--- src/rtl/dot_seq_pkg.sv ---
// Shared definitions for the dot-product sequencer: FSM state encoding,
// default accumulator width and the saturating pair counter helper.
package dot_seq_pkg;

   localparam int ACC_W_DEF = 20;

   typedef enum logic [1:0] {
      IDLE  = 2'd0,
      ISSUE = 2'd1,
      WAIT  = 2'd2,
      HOLD  = 2'd3
   } state_t;

   function automatic logic [7:0] sat_inc(input logic [7:0] c);
      return (c == 8'hFF) ? c : c + 8'd1;
   endfunction

endpackage

--- src/rtl/Adder.sv ---
// Library adder: W-bit combinational sum, carry-out discarded (wraps).
module Adder #(
   parameter int W = 8
) (
   input  logic [W-1:0] a,
   input  logic [W-1:0] b,
   output logic [W-1:0] sum
);

   assign sum = a + b;

endmodule

--- src/rtl/Register.sv ---
// Library register: synchronous active-low clear to zero, load on enable.
module Register #(
   parameter int W = 8
) (
   input  logic         clk,
   input  logic         reset_L,
   input  logic         en,
   input  logic [W-1:0] d,
   output logic [W-1:0] q
);

   always_ff @(posedge clk) begin
      if (!reset_L) begin
         q <= '0;
      end else if (en) begin
         q <= d;
      end
   end

endmodule

--- src/rtl/dot_seq.sv ---
// Dot-product sequencer: accepts one operand pair at a time, drives an external
// shift-add multiplier and accumulates the signed products until the last pair.
//
// Handshakes: a transfer on either side happens on a rising clk edge where both
// valid and ready are 1 (in_valid/in_ready, res_valid/res_ready); a valid held
// without ready keeps its payload stable.
module dot_seq
   import dot_seq_pkg::*;
#(
   parameter int ACC_W = ACC_W_DEF
) (
   input  logic             clk,
   input  logic             reset_L,
   input  logic             in_valid,
   output logic             in_ready,
   input  logic [7:0]       in_A,
   input  logic [7:0]       in_B,
   input  logic             in_last,
   output logic             mul_start,
   output logic [7:0]       mul_A,
   output logic [7:0]       mul_B,
   input  logic             mul_done,
   input  logic [15:0]      mul_out,
   output logic             res_valid,
   input  logic             res_ready,
   output logic [ACC_W-1:0] res_sum,
   output logic [7:0]       res_count,
   output state_t           dbg_state
);

   state_t           state;
   state_t           state_nx;
   logic [7:0]       op_a;
   logic [7:0]       op_b;
   logic             op_last;
   logic             first_wait;
   logic [7:0]       count;
   logic             accept;
   logic             acc_en;
   logic             acc_clr;
   logic [ACC_W-1:0] acc;
   logic [ACC_W-1:0] acc_d;
   logic [ACC_W-1:0] acc_sum;
   logic [ACC_W-1:0] prod_ext;

   assign prod_ext = ACC_W'(signed'(mul_out));
   assign acc_d    = acc_clr ? '0 : acc_sum;

   Adder #(.W(ACC_W)) u_add (
      .a   (acc),
      .b   (prod_ext),
      .sum (acc_sum)
   );

   Register #(.W(ACC_W)) u_acc (
      .clk     (clk),
      .reset_L (reset_L),
      .en      (acc_en | acc_clr),
      .d       (acc_d),
      .q       (acc)
   );

   always_comb begin
      state_nx  = state;
      in_ready  = 1'b0;
      mul_start = 1'b0;
      res_valid = 1'b0;
      accept    = 1'b0;
      acc_en    = 1'b0;
      acc_clr   = 1'b0;
      case (state)
         IDLE: begin
            in_ready = 1'b1;
            if (in_valid) begin
               accept   = 1'b1;
               state_nx = ISSUE;
            end
         end
         ISSUE: begin
            mul_start = 1'b1;
            state_nx  = WAIT;
         end
         WAIT: begin
            // The first WAIT cycle may still see done from the previous product.
            if (mul_done && !first_wait) begin
               acc_en   = 1'b1;
               state_nx = op_last ? HOLD : IDLE;
            end
         end
         HOLD: begin
            res_valid = 1'b1;
            if (res_ready) begin
               acc_clr  = 1'b1;
               state_nx = IDLE;
            end
         end
         default: state_nx = IDLE;
      endcase
   end

   always_ff @(posedge clk) begin
      if (!reset_L) begin
         state      <= IDLE;
         op_a       <= '0;
         op_b       <= '0;
         op_last    <= 1'b0;
         first_wait <= 1'b0;
         count      <= '0;
      end else begin
         state      <= state_nx;
         first_wait <= (state == ISSUE);
         if (accept) begin
            op_a    <= in_A;
            op_b    <= in_B;
            op_last <= in_last;
         end
         if (acc_clr) begin
            count <= '0;
         end else if (acc_en) begin
            count <= sat_inc(count);
         end
      end
   end

   assign mul_A     = op_a;
   assign mul_B     = op_b;
   assign res_sum   = acc;
   assign res_count = count;
   assign dbg_state = state;

endmodule
--- config.mk ---
export PLATFORM = sky130hd
export DESIGN_NAME = dot_seq
export DESIGN_NICKNAME = d
export VERILOG_FILES = /design/src/rtl/dot_seq_pkg.sv /design/src/rtl/Adder.sv /design/src/rtl/Register.sv /design/src/rtl/dot_seq.sv
export SDC_FILE = /design/constraint.sdc
export NUM_CORES = 1
export LEC_CHECK = 0
export ABC_AREA = 1
export CORE_MARGIN = 2
export CORE_UTILIZATION = 36
export CTS_BUF_LIST = sky130_fd_sc_hd__clkbuf_4 sky130_fd_sc_hd__clkbuf_8
export CTS_CLUSTER_DIAMETER = 60
export CTS_CLUSTER_SIZE = 16
export DETAILED_ROUTE_END_ITERATION = 12
export PLACE_DENSITY = 0.67
export RECOVER_POWER = 25
export SLEW_MARGIN = 20
export SYNTH_ARGS = -nofsm -noshare
export SYNTH_HDL_FRONTEND = slang
export SYNTH_SLANG_ARGS = --single-unit
--- constraint.sdc ---
create_clock -name clk -period 2.9 [get_ports clk]
set_input_delay 0.29 -clock clk [delete_from_list [all_inputs] [get_ports clk]]
set_output_delay 0.29 -clock clk [all_outputs]
set_load 0.05 [all_outputs]
==> flow_metrics.env, run 1 <==
export IMPL_status="finished, final reports clean"
export IMPL_postCtsSetupBuffers=0
export IMPL_cp_arrival_ps=2340
export IMPL_powerDensity_nw_per_um2=510
export IMPL_synth_area_leaders="dfxtp_1 (32%), nand2_1 (16%), nor2_1 (9.1%)"
export IMPL_route_detailed_drc=0
export IMPL_drt_wirelength_per_cell_um=12.3
export IMPL_hold_violations=0
export IMPL_synth_edf_count=0
export IMPL_fp_dieW_um=95.3
export IMPL_synth_commonest_cells="nand2_1 (126), nor2_1 (73), dfxtp_1 (48), inv_1 (48), a21oi_1 (39)"
export IMPL_syn_to_final_growth_pct=34.8
export IMPL_max_stage_delay_ps=540
export IMPL_power_uw=2070
export IMPL_holdPathStages=2
export IMPL_fp_dieH_um=95.3
export IMPL_htreeDepth=2
export IMPL_utilization_pct=49.8
export IMPL_vias=3159
export IMPL_hp_class="reg2reg"
export IMPL_crit_chain="dlygate4sd3_1, ha_1, inv_1, fa_1, inv_1, nand3_1, nand3_1, nand2_1, nand2_1, nand2_1, nand2_1, nand2_1, nand3_1, a21oi_1"
export IMPL_ys_seq_area_share_pct=32.0
export IMPL_ys_flop_type="dfxtp_1"
export IMPL_cts_buffer_depth=2
export IMPL_finalNonFillerCells=657
export IMPL_syn_instance_count=465
export IMPL_vias_per_cell=4.81
export IMPL_async_reset_ff_share_pct=0
export IMPL_dp_cells=649
export IMPL_critPathBufInv=3
export IMPL_worst_pin_slew_ps=819
export IMPL_clock_latency_ps=310
export IMPL_multi_input_area_um2=1790
export IMPL_ys_seq_elements=48
export IMPL_rsz0062_at_grt="false"
export IMPL_die_area_um2=9090
export IMPL_grt_ovfl_total=0
export IMPL_antennaDiodeCount=0
export IMPL_coreArea_um2=8130
export IMPL_start_util_pct=36.9
export IMPL_critPathTopFamily="buffers and inverters"
export IMPL_antenna_found_initial=0
export IMPL_slew_violations=0
export IMPL_synth_most_common_cell="nand2_1"
export IMPL_ys_types=34
export IMPL_crit_path_end_kind="register"
export IMPL_ctsResizeCount=0
export IMPL_reg2reg_depth=10
export IMPL_regArea_um2=961
export IMPL_first_pass_iters=4
export IMPL_min_period_ps=2160
export IMPL_fin_area_um2=4050
export IMPL_dp_hpwl_um=6140
export IMPL_drive_above_1_share_pct=3.99
export IMPL_layout_nets=610
export IMPL_regToRegSetupSlack_ps=780
export IMPL_cp_common_cell="nand2_1"
export IMPL_n_fill_cell=849
export IMPL_cp_required_ps=3080
export IMPL_ir_drop_mv=0.275
export IMPL_syn_area_um2=3000
export IMPL_yosysTopAreaCellShare_pct=32.0
export IMPL_critical_path_depth=14
export IMPL_path_clk_slew_ps=100
export IMPL_grt_pass1_vias=3059
export IMPL_root_buffer="clkbuf_8"
export IMPL_worstPathMaxFanout=4
export IMPL_skew_ps=8.99
export IMPL_ant_nets=0
export IMPL_clock_sinks=48
export IMPL_synth_area_leader_cell="dfxtp_1"
export IMPL_grt_pass1_wl_um=13600
export IMPL_grt_start_max_net_pins=22
export IMPL_post_route_period_util_pct=74.6
export IMPL_place_area_um2=3970
export IMPL_groute_usage_overall_pct=18.9
export IMPL_relSlewSlack_pct=44.8
export IMPL_avgSynthCellArea_um2=6.46
export IMPL_row_count=33
export IMPL_startpoint_type="input pin"
export IMPL_p_leak_uw=0.00181
export IMPL_syn_num_nets=524
export IMPL_io_pins=87
export IMPL_cts_tree="done"
export IMPL_cap_violations=0
export IMPL_critPathSlowestCell="dlygate4sd3_1"
export IMPL_routed_wl_um=8090
export IMPL_finalSetupTns_ps=0
export IMPL_port_buffers=86
export IMPL_place_congestion=0.896
export IMPL_setup_worst_path_class="in2reg"
export IMPL_holdBufCountCts=0
export IMPL_yosysWarningCount=0
export IMPL_finalSetupViolCount=0
export IMPL_fmax_mhz=462
export IMPL_drt_first_iter_violations=128
export IMPL_cts_buffers=5
tightest hold or removal path, cell delays in order (launching register included):
cell and delay [ps]:
dfxtp_1 330, nor2_1 40, nor2_1 80
cell usage in the layout (no fill, tap or decap), types with 2 or more instances in the layout:
cell / n
clkdlybuf4s50_1: 72
clkinvlp_4: 2
nor2_4: 2
clkbuf_8: 6
ha_1: 20
o21ai_0: 29
nand3_1: 33
nor3_1: 8
or2_2: 5
dfxtp_1: 48
inv_1: 48
xor2_1: 3
nor2_1: 73
nand2_1: 126
a21oi_1: 39
dlygate4sd3_1: 14
nand3b_1: 6
sequential cells by signal, indices dropped and copies added (netlist names):
| name | cells |
|---|---|
| u_acc.q | 20 |
| mul_A | 8 |
| mul_B | 8 |
| res_count | 8 |
| dbg_state | 2 |
| first_wait | 1 |
| op_last | 1 |
routing by layer:
metal  wire, um  global-route usage (%)
met5          0                       0
met1       3510                    22.9
met2       3770                    32.2
met3        688                    5.85
met4        115                    5.19
power breakdown:
| part | switching [uW] | total (uW) | internal, uW |
|---|---|---|---|
| Combinational | 558 | 839 | 281 |
| Sequential | 50.6 | 780 | 729 |
| Clock | 254 | 448 | 194 |
cell families (layout without fill, tap and decap cells):
logic type / after synthesis / after routing / share of synthesized area, %
XOR/XNOR: 3 / 3 / 0.875
AND/OR/NAND/NOR: 261 / 261 / 37.5
AO/OA/AOI/OAI: 72 / 72 / 12.7
buffers and inverters: 60 / 147 / 7.96
adder cells (fa/ha/maj): 21 / 21 / 9.00
flip-flops: 48 / 48 / 32.0
metrics by stage:
step | hold slack, ps | worst slack [ps]
detailed placement | 476 | 486
global placement | 461 | 537
finish | 484 | 735
floorplan | 455 | 677
global route | 508 | 493
CTS | 494 | 767
path summary, 6_finish.rpt:
kind,end,start
setup / recovery,u_acc.q[16],mul_out[0]
hold / removal,mul_A[0],mul_A[0]
setup reg to reg,res_count[4],res_count[0]
hold reg to reg,mul_A[0],mul_A[0]
layout make-up:
class | instances | area share [%]
multi-input combinational | 357 | 44.1
clock buffer | 6 | 2.04
timing repair buffer | 87 | 21.5
clock inverter | 2 | 0.371
tap | 105 | 3.25
sequential | 48 | 23.7
inverter | 52 | 5.01
Power figures use the tool's default switching activity.
==> run 2: changes to the inputs <==
- PLACE_DENSITY: 0.67 -> 0.7
- clock period: 2.9 -> 1.8 ns (I/O delays scaled with it)
==> run 2 against run 1 <==
  * First-iteration DRC count grew 3.9%
  * Non-clock buffer count grew 50
  * Critical path depth shrank 13
  * Total power grew 79%
  * Sequential power grew 62%
  * Highest routed layer unchanged
  * Critical path type is now reg2out
  * Final cell count grew 7.6%
  * Via count grew 6.8%
==> flow_metrics.env, run 2 (synthesis results as in run 1) <==
export IMPL_status="finished, final reports clean"
export IMPL_clock_latency_ps=310
export IMPL_setup_worst_path_class="reg2out"
export IMPL_syn_to_final_growth_pct=56.5
export IMPL_grt_ovfl_total=0
export IMPL_drive_above_1_share_pct=21.8
export IMPL_dp_hpwl_um=6640
export IMPL_die_area_um2=9090
export IMPL_largest_register="u_acc.q"
export IMPL_powerDensity_nw_per_um2=787
export IMPL_place_congestion=0.885
export IMPL_critPathTopFamily="buffers and inverters"
export IMPL_grt_start_max_net_pins=19
export IMPL_top_usage_layer="met2"
export IMPL_routed_wl_um=8860
export IMPL_fp_dieW_um=95.3
export IMPL_htreeDepth=2
export IMPL_place_area_um2=4380
export IMPL_drt_wirelength_per_cell_um=12.5
export IMPL_fmax_mhz=574
export IMPL_rsz0062_at_grt="true"
export IMPL_dp_cells=696
export IMPL_crit_chain="clkdlybuf4s50_1"
export IMPL_critPathBufInv=1
export IMPL_slew_violations=0
export IMPL_crit_path_end_kind="primary output"
export IMPL_n_fill_cell=765
export IMPL_cts_buffer_depth=2
export IMPL_grt_pass1_wl_um=14200
export IMPL_antenna_found_initial=0
export IMPL_start_util_pct=36.9
export IMPL_final_cell_mix="nand2_1 (116), clkdlybuf4s50_1 (77), nor2_1 (67), buf_4 (49), inv_1 (46)"
export IMPL_p_leak_uw=0.00207
export IMPL_max_stage_delay_ps=830
export IMPL_layout_nets=660
export IMPL_hp_class="in2reg"
export IMPL_route_detailed_drc=0
export IMPL_ant_nets=0
export IMPL_finalSetupViolCount=0
export IMPL_cts_buffers=5
export IMPL_vias_per_cell=4.77
export IMPL_cap_violations=0
export IMPL_use_met3_pct=5.85
export IMPL_cp_arrival_ps=1560
export IMPL_path_clk_slew_ps=100
export IMPL_finalNonFillerCells=707
export IMPL_groute_usage_overall_pct=19.6
export IMPL_skew_ps=10.3
export IMPL_use_met2_pct=34.9
export IMPL_met1_usage_pct=22.6
export IMPL_coreArea_um2=8130
export IMPL_clock_sinks=48
export IMPL_startpoint_type="register"
export IMPL_grt_pass1_vias=3258
export IMPL_root_buffer="clkbuf_8"
export IMPL_relSlewSlack_pct=58.8
export IMPL_worstPathMaxFanout=3
export IMPL_post_route_period_util_pct=96.7
export IMPL_final_common_cell="nand2_1"
export IMPL_hold_violations=0
export IMPL_min_period_ps=1740
export IMPL_utilization_pct=57.8
export IMPL_antennaDiodeCount=0
export IMPL_row_count=33
export IMPL_ir_drop_mv=0.530
export IMPL_power_uw=3700
export IMPL_fp_dieH_um=95.3
export IMPL_io_pins=87
export IMPL_cts_tree="done"
export IMPL_vias=3374
export IMPL_cp_required_ps=1620
export IMPL_critPathSlowestCell="clkdlybuf4s50_1"
export IMPL_whs_ps=411
export IMPL_worst_pin_slew_ps=620
export IMPL_drt_first_iter_violations=133
export IMPL_largest_reg_flops=20
export IMPL_first_pass_iters=4
export IMPL_fin_area_um2=4700
export IMPL_port_buffers=86
run 2: worst paths after layout:
path	from	end	cells after the start	slack, ps
worst max-delay path	u_acc.q[18]	res_sum[18]	1	60
worst min-delay path	mul_out[0]	u_acc.q[0]	4	410
worst max register to register	u_acc.q[0]	u_acc.q[16]	12	110
worst min register to register	u_acc.q[10]	u_acc.q[10]	2	480
run 2: final cells by class:
class	count	area (um2)	area share, %
inverter	52	203	4.31
multi-input combinational	357	2060	43.8
tap	105	131	2.80
timing repair buffer	137	1210	25.8
sequential	48	980	20.8
clock buffer	5	68.8	1.46
clock inverter	3	46.3	0.985
run 2: timing repair:
action	4_1_cts	5_1_grt
gates resized for setup	2	41
hold buffers	0	0
pin swaps	0	9
setup buffers	0	3
setup endpoints to repair	4	16
run 2: per-layer routing:
layer | vias to the layer above | routed length, um
met5 | - | 0
met4 | 0 | 248
met3 | 17 | 573
met2 | 93 | 4280
met1 | 1497 | 3760
li1 | 1767 | -
run 2: power breakdown:
part	switching [uW]	total (uW)	internal (uW)
Clock	420	840	420
Sequential	81.8	1260	1180
Combinational	976	1600	621
Total	1480	3700	2220
run 2: stage by stage:
step | TNS (ps) | setup slack, ps
6_report | 0 | 58.8
5_1_grt | -44.1 | -26.4
4_1_cts | -6.77 | -6.77
3_5_place_dp | -4430 | -391
3_3_place_gp | -3880 | -354
2_1_floorplan | -92.2 | -9.22
==> run 3: changes to the inputs <==
- CTS_BUF_LIST: sky130_fd_sc_hd__clkbuf_4 sky130_fd_sc_hd__clkbuf_8 -> unset
==> run 3 against run 2 <==
  * First-iteration DRC count down 21%
  * Via count is 0.77% higher
  * Clock power is 6.5% lower
  * Critical endpoint unchanged
  * Sequential share of layout area increased by 0.067 points
  * Maximum frequency about the same
  * Clock-buffer cell count grew 1
  * Highest routed layer unchanged
  * Largest power group unchanged
  * Routed wire length up 0.34%
  * Hold slack got worse by 4.1 ps
==> flow_metrics.env, run 3 (synthesis results as in run 1) <==
export IMPL_root_buffer="clkbuf_8"
export IMPL_finalSetupTns_ps=0
export IMPL_final_cell_mix="nand2_1 (117), clkdlybuf4s50_1 (77), nor2_1 (67), buf_4 (48), inv_1 (46)"
export IMPL_vias=3400
export IMPL_rsz0062_at_grt="true"
export IMPL_antenna_found_initial=0
export IMPL_fin_area_um2=4680
export IMPL_final_common_cell="nand2_1"
export IMPL_whs_ps=406
export IMPL_first_pass_iters=4
export IMPL_route_detailed_drc=0
export IMPL_start_util_pct=36.9
export IMPL_place_area_um2=4380
export IMPL_setup_worst_path_class="reg2out"
export IMPL_htreeDepth=2
export IMPL_fp_dieW_um=95.3
export IMPL_grt_pass1_wl_um=14200
export IMPL_startpoint_type="register"
export IMPL_hold_violations=0
export IMPL_grt_ovfl_total=0
export IMPL_drive_above_1_share_pct=21.5
export IMPL_drt_first_iter_violations=105
export IMPL_worst_pin_slew_ps=620
export IMPL_antennaDiodeCount=0
export IMPL_dp_hpwl_um=6640
export IMPL_powerDensity_nw_per_um2=777
export IMPL_row_count=33
export IMPL_vias_per_cell=4.82
export IMPL_layout_nets=659
export IMPL_max_stage_delay_ps=830
export IMPL_place_congestion=0.885
export IMPL_grt_pass1_vias=3265
export IMPL_cap_violations=0
export IMPL_p_leak_uw=0.00207
export IMPL_cts_buffers=5
export IMPL_clock_sinks=48
export IMPL_crit_path_end_kind="primary output"
export IMPL_largest_reg_flops=20
export IMPL_grt_start_max_net_pins=19
export IMPL_io_pins=87
export IMPL_critPathTopFamily="buffers and inverters"
export IMPL_fmax_mhz=574
export IMPL_ir_drop_mv=0.490
export IMPL_syn_to_final_growth_pct=56.0
export IMPL_hp_class="in2reg"
export IMPL_post_route_period_util_pct=96.8
export IMPL_slew_violations=0
export IMPL_cp_required_ps=1620
export IMPL_clock_latency_ps=310
export IMPL_skew_ps=12.6
export IMPL_coreArea_um2=8130
export IMPL_routed_wl_um=8890
export IMPL_groute_usage_overall_pct=19.6
export IMPL_status="finished, final reports clean"
export IMPL_ant_nets=0
export IMPL_cts_tree="done"
export IMPL_die_area_um2=9090
export IMPL_finalSetupViolCount=0
export IMPL_min_period_ps=1740
export IMPL_critPathBufInv=1
export IMPL_worstPathMaxFanout=3
export IMPL_fp_dieH_um=95.3
export IMPL_crit_chain="clkdlybuf4s50_1"
export IMPL_port_buffers=86
export IMPL_relSlewSlack_pct=58.8
export IMPL_n_fill_cell=770
export IMPL_critPathSlowestCell="clkdlybuf4s50_1"
export IMPL_largest_register="u_acc.q"
export IMPL_power_uw=3640
export IMPL_path_clk_slew_ps=110
export IMPL_drt_wirelength_per_cell_um=12.6
export IMPL_cts_buffer_depth=2
export IMPL_cp_arrival_ps=1560
[run 3: changes by cell type in the layout (fill, tap and decap cells not counted), sizes merged]
cell	delta
clkbuf	+1
bufinv	-1
buf	-1
[run 3: area by class of cell]
| cell class | instances | area (um2) | area share (%) |
|---|---|---|---|
| Clock inverter | 2 | 16.3 | 0.347 |
| Sequential cell | 48 | 980 | 20.9 |
| Multi-Input combinational cell | 357 | 2050 | 43.9 |
| Inverter | 52 | 203 | 4.33 |
| Timing Repair Buffer | 136 | 1210 | 25.7 |
| Clock buffer | 6 | 93.8 | 2.00 |
| Tap cell | 105 | 131 | 2.80 |
[run 3: path summary, 6_finish.rpt]
path | startpoint | end | slack (ps) | cells after the start
max | u_acc.q[18] | res_sum[18] | 60 | 1
min | mul_out[0] | u_acc.q[0] | 410 | 4
max reg2reg | u_acc.q[0] | u_acc.q[12] | 90 | 13
min reg2reg | u_acc.q[10] | u_acc.q[10] | 480 | 2
[run 3: routing by layer]
metal | track usage (%) | vias up | wire (um)
li1 | - | 1769 | -
met1 | 22.5 | 1522 | 3760
met2 | 34.8 | 91 | 4330
met3 | 5.38 | 18 | 542
met4 | 6.88 | 0 | 251
met5 | 0 | - | 0
[run 3: power breakdown]
| group | switching (uW) | internal (uW) | total, uW |
|---|---|---|---|
| clock network | 421 | 364 | 785 |
| logic | 977 | 619 | 1600 |
| registers | 82.0 | 1180 | 1260 |
[run 3: per-stage QoR]
step | cells | setup WS (ps) | utilization [%]
CTS | 704 | -6.77 | 55.2
global route | 706 | -44.8 | 57.6
global placement | 696 | -354 | 53.8
floorplan | 465 | -9.22 | -
detailed placement | 696 | -391 | 53.8
finish | 706 | 57.1 | 57.6
[run 3: repair_timing]
item	in CTS	in global routing
setup endpoints to repair	3	16
hold buffers	0	0
resized for setup	2	40
gates cloned	0	0
buffers inserted	0	2
pin swaps	0	9
